## src/rtl/conv_kernel_engine.sv

```systemverilog
// 2-D convolution engine: signed programmable KxK kernel, rounding right shift and
// unsigned saturation, three-stage pipeline with valid/ready and double-buffered coefficients.
module conv_kernel_engine #(
  parameter int DATA_W   = 8,
  parameter int KERNEL_W = 3,
  parameter int COEF_W   = 8,
  parameter int SHIFT_W  = 4
) (
  input  logic                                             clk_i,
  input  logic                                             rst_i,
  input  logic [KERNEL_W-1:0][KERNEL_W-1:0][DATA_W-1:0]    pixel_data_i,
  input  logic                                             pixel_data_valid_i,
  output logic                                             pixel_data_ready_o,
  input  logic                                             coef_wr_i,
  input  logic [$clog2(KERNEL_W*KERNEL_W)-1:0]             coef_addr_i,
  input  logic [COEF_W-1:0]                                coef_data_i,
  input  logic                                             shift_wr_i,
  input  logic [SHIFT_W-1:0]                               shift_data_i,
  input  logic                                             coef_swap_i,
  output logic [DATA_W-1:0]                                pixel_o,
  output logic                                             pixel_sat_o,
  output logic                                             pixel_valid_o,
  input  logic                                             pixel_ready_i
);
  localparam int NTAP   = KERNEL_W * KERNEL_W;
  localparam int CENTER = (NTAP - 1) / 2;
  localparam int PROD_W = DATA_W + COEF_W + 1;
  localparam int SUM_W  = PROD_W + $clog2(NTAP);

  logic signed [COEF_W-1:0] coef_sh  [NTAP];
  logic signed [COEF_W-1:0] coef_act [NTAP];
  logic [SHIFT_W-1:0]       shift_sh, shift_act;

  logic                     en;
  logic                     s1_valid, s2_valid;
  logic signed [PROD_W-1:0] s1_prod [NTAP];
  logic [SHIFT_W-1:0]       s1_shift, s2_shift;
  logic signed [SUM_W-1:0]  s2_sum, tree_sum;
  logic signed [SUM_W:0]    rnd_ext, rnd_val;
  logic [SUM_W:0]           rnd_bias;
  logic [DATA_W-1:0]        sat_pix;
  logic                     sat_flag;

  assign en                 = !pixel_valid_o || pixel_ready_i;
  assign pixel_data_ready_o = en;

  // Swap copies the pre-write shadow because both sides are non-blocking.
  always_ff @(posedge clk_i or posedge rst_i) begin
    if (rst_i) begin
      for (int i = 0; i < NTAP; i++) begin
        coef_sh[i]  <= (i == CENTER) ? COEF_W'(1) : COEF_W'(0);
        coef_act[i] <= (i == CENTER) ? COEF_W'(1) : COEF_W'(0);
      end
      shift_sh  <= '0;
      shift_act <= '0;
    end else begin
      if (coef_wr_i && (32'(coef_addr_i) < NTAP))
        coef_sh[coef_addr_i] <= coef_data_i;
      if (shift_wr_i)
        shift_sh <= shift_data_i;
      if (coef_swap_i) begin
        coef_act  <= coef_sh;
        shift_act <= shift_sh;
      end
    end
  end

  always_comb begin
    tree_sum = '0;
    for (int i = 0; i < NTAP; i++)
      tree_sum = tree_sum + SUM_W'(s1_prod[i]);
  end

  // Bias is 2^(shift-1) for shift >= 1 and zero for shift = 0.
  always_comb begin
    rnd_ext  = (SUM_W+1)'(s2_sum);
    rnd_bias = ((SUM_W+1)'(1) << s2_shift) >> 1;
    rnd_val  = (rnd_ext + $signed(rnd_bias)) >>> s2_shift;
    sat_pix  = rnd_val[DATA_W-1:0];
    sat_flag = 1'b0;
    if (rnd_val[SUM_W]) begin
      sat_pix  = '0;
      sat_flag = 1'b1;
    end else if (|rnd_val[SUM_W-1:DATA_W]) begin
      sat_pix  = '1;
      sat_flag = 1'b1;
    end
  end

  always_ff @(posedge clk_i or posedge rst_i) begin
    if (rst_i) begin
      s1_valid      <= 1'b0;
      s1_shift      <= '0;
      for (int i = 0; i < NTAP; i++) s1_prod[i] <= '0;
      s2_valid      <= 1'b0;
      s2_sum        <= '0;
      s2_shift      <= '0;
      pixel_valid_o <= 1'b0;
      pixel_o       <= '0;
      pixel_sat_o   <= 1'b0;
    end else if (en) begin
      s1_valid <= pixel_data_valid_i;
      s1_shift <= shift_act;
      for (int r = 0; r < KERNEL_W; r++)
        for (int c = 0; c < KERNEL_W; c++)
          s1_prod[r*KERNEL_W+c] <= PROD_W'($signed({1'b0, pixel_data_i[r][c]}))
                                 * PROD_W'(coef_act[r*KERNEL_W+c]);
      s2_valid      <= s1_valid;
      s2_sum        <= tree_sum;
      s2_shift      <= s1_shift;
      pixel_valid_o <= s2_valid;
      pixel_o       <= sat_pix;
      pixel_sat_o   <= sat_flag;
    end
  end
endmodule

```

## config.mk

```make
export PLATFORM = sky130hd
export DESIGN_NAME = conv_kernel_engine
export DESIGN_NICKNAME = d
export VERILOG_FILES = /design/src/rtl/conv_kernel_engine.sv
export SDC_FILE = /design/constraint.sdc
export NUM_CORES = 2
export LEC_CHECK = 0
export BUFFER_PORTS_ARGS = -buffer_cell sky130_fd_sc_hd__buf_4
export CAP_MARGIN = 20
export CORE_AREA = 3 3 290 292
export CTS_CLUSTER_SIZE = 20
export DETAILED_ROUTE_END_ITERATION = 10
export DIE_AREA = 0 0 293 295
export PLACE_DENSITY = 0.66
export SLEW_MARGIN = 15
export SYNTH_ARGS = -nofsm -noshare
export SYNTH_HDL_FRONTEND = slang
export SYNTH_SLANG_ARGS = --single-unit
```

## constraint.sdc

```tcl
create_clock -name clk_i -period 17.8 [get_ports clk_i]
set_clock_uncertainty 0.05 [all_clocks]
set_input_delay 4.45 -clock clk_i [delete_from_list [all_inputs] [get_ports clk_i]]
set_output_delay 4.45 -clock clk_i [all_outputs]
set_load 0.05 [all_outputs]
```

==> flow_summary_export.csv <==
group,metric,value,unit
grt,globalRouteTotalUtil,20.98,%
grt,grt_pass1_vias,27360,
clock_tree,clockBufferDepth,3,
flow_run,cap_viol_max_count,0,
sta,fmax,0.09715,GHz
setup_path,criticalPathCategory,"input port to output pin",
detailed_routing,drt-vias-per-instance,5.177,
setup_path,critPathArrivalTime,5.79,ns
grt,grt_pass1_wl,144300,um
logic_synthesis,ys_ff_latch,346,
floorplanning,start_util,45.76,%
clock_tree,cts_resized,0,
detailed_routing,dr.pass1.iters,5,
worst_hold_path,min_path_cells,2,
place,io_buffers,105,
layout,final_area,40790,um2
logic_synthesis,synthFlopType,"dfrtp_1",
floorplanning,die_height,295,um
sta,fin_crit_sh,57.83,%
logic_synthesis,ys_seq_area_share,23.13,%
setup_path,end_kind,"output pin",
logic_synthesis,synth_area,37450,um2
setup_path,cp-start-kind,"input port",
logic_synthesis,postSynthAreaPerCell,9.452,um2
setup_path,worstPathRequired,13.30,ns
sta,setup-tns-final,0,ns
status,outcome,"finished clean",
logic_synthesis,syn_nets,4936,
clock_tree,cts_root_buf,"clkbuf_16",
place,dpl.hpwl,70670,um
floorplanning,dieArea,86440,um2
place,gp_congestion,0.8819,
clock_tree,cts_setup_buffers,0,
grt,grt-ovfl-total,0,
clock_tree,cts.clk_slew.worst_paths,0.06,ns
sta,final-max-slew-violation-count,0,
layout,area_growth,8.927,%
clock_tree,numCtsBuffers,41,
floorplanning,die_x,293,um
detailed_routing,routedWlPerCell,17.16,um
sta,tightest_slew,0.9896,ns
layout,layout.nets,4985,
floorplanning,num_rows,105,
floorplanning,design.core.area,81850,um2
sta,rsz0062_at_grt,"false",
logic_synthesis,ys_types,70,
layout,layout_commonest_cell,"inv_1",
clock_tree,insertion_delay,0.58,ns
clock_tree,cts_tree,"yes",
logic_synthesis,synth-edff-count,0,
detailed_routing,drc,0,
detailed_routing,dr.first_iter.drc_count,1274,
grt,grt_max_degree,105,
clock_tree,cts_max_level,2,
detailed_routing,ant_nets,0,
setup_path,reg2regPathDepth,18,
floorplanning,pin_count,106,
sta,period_needed,10.29,ns
logic_synthesis,syn_inst,3962,
grt,antenna_found_initial,7,
setup_path,path_max_fanout,78,
sta,final-hold-violation-count,0,
logic_synthesis,yosysWarnings,0,
clock_tree,clock_sinks,346,
logic_synthesis,synthArstFlopShare,100.0,%
layout,drive_gt1_share,8.981,%
detailed_routing,wl,87810,um
place,placed_area,39280,um2
sta,setup_viol,0,
sta,slew_headroom,34.03,%
detailed_routing,vias,26490,
clock_tree,cts-hold-fix-buffers,0,
layout,final_cell_mix,"709 x inv_1, 523 x nand2_1, 456 x fa_1",
worst_hold_path,hp-class,"register to register",
==> worst max-delay path, cell delays in order <==
cell and delay [ns]:
buf_4 0.12, nor2b_4 0.09, buf_4 0.46, inv_8 0.29, buf_4 0.30
==> metal layers <==
| metal | global-route usage, % | up-vias | wire length (um) |
|---|---|---|---|
| met5 | 0 | - | 20 |
| met4 | 6.006 | 2 | 2235 |
| met3 | 2.840 | 111 | 3903 |
| met2 | 36.31 | 497 | 43190 |
| met1 | 27.68 | 13210 | 38460 |
| li1 | - | 12670 | - |
==> state kept, by name (all words and copies together), names as in the netlist, 4 cells and up <==
signal,count
s2_sum,21
s1_prod,153
shift_act,4
coef_act,72
shift_sh,4
coef_sh,72
s1_shift,4
s2_shift,4
pixel_o,8
==> logic make-up (layout without fill, tap and decap cells) <==
group,count (synthesis),in the layout,synth area share (%)
AND/OR/NAND/NOR,1186,1186,14.84
buffers and inverters,825,905,8.272
XOR/XNOR,105,105,2.456
AO/OA/AOI/OAI,456,456,7.604
multiplexers,165,165,5.195
flip-flops,346,346,23.13
other,0,5,0
adder cells (fa/ha/maj),879,879,38.51
==> Yosys cell counts, types with 22 or more instances <==
library cell / count / share of area (%)
dfrtp_1: 344 / 23
a211oi_1: 22 / 0.44
mux2_2: 145 / 4.4
nor2_1: 198 / 2.0
nand3_1: 39 / 0.52
inv_1: 711 / 7.1
nand2b_1: 59 / 0.99
xor2_1: 53 / 1.2
and2_1: 260 / 4.3
o31ai_1: 25 / 0.50
fa_1: 456 / 24
nor3_1: 33 / 0.44
o21ai_0: 123 / 1.6
xnor2_1: 52 / 1.2
a21oi_1: 161 / 2.2
ha_1: 423 / 14
clkbuf_1: 100 / 1.0
nand2_1: 523 / 5.2
==> final cells by class <==
type | instances | area, um2
sequential | 346 | 8661
fill | 7632 | 41050
inverter | 712 | 2688
clock inverter | 23 | 352.8
antenna | 5 | 12.51
tap | 1070 | 1339
timing repair buffer | 119 | 897.1
multi-input combinational | 2791 | 25710
clock buffer | 51 | 1134
==> metrics by stage <==
stage,utilization (%),worst slack (ns),hold slack (ns),std cells
detailed placement,48.00,7.544,0.4051,5037
global route,49.83,7.410,0.4374,5115
finish,49.84,7.507,0.4176,5117
global placement,48.00,7.535,0.4017,5037
CTS,49.81,7.531,0.4191,5111
floorplan,-,3.710,0.3800,3962
==> path summary, 6_finish.rpt <==
kind / from / end / slack [ns]
min: s1_shift[1] / s1_shift[1] / 0.42
max reg2reg: s1_prod[104] / s2_sum[20] / 11.79
min reg2reg: s1_shift[1] / s1_shift[1] / 0.42
min in group asynchronous: rst_i / shift_sh[2] / 3.90
max in group asynchronous: rst_i / coef_sh[57] / 11.66
max: pixel_ready_i / pixel_data_ready_o / 7.51
Power is left out: the tool's default activity adds up to more than one toggle a clock period on the data nets, which glitch-free logic cannot reach.
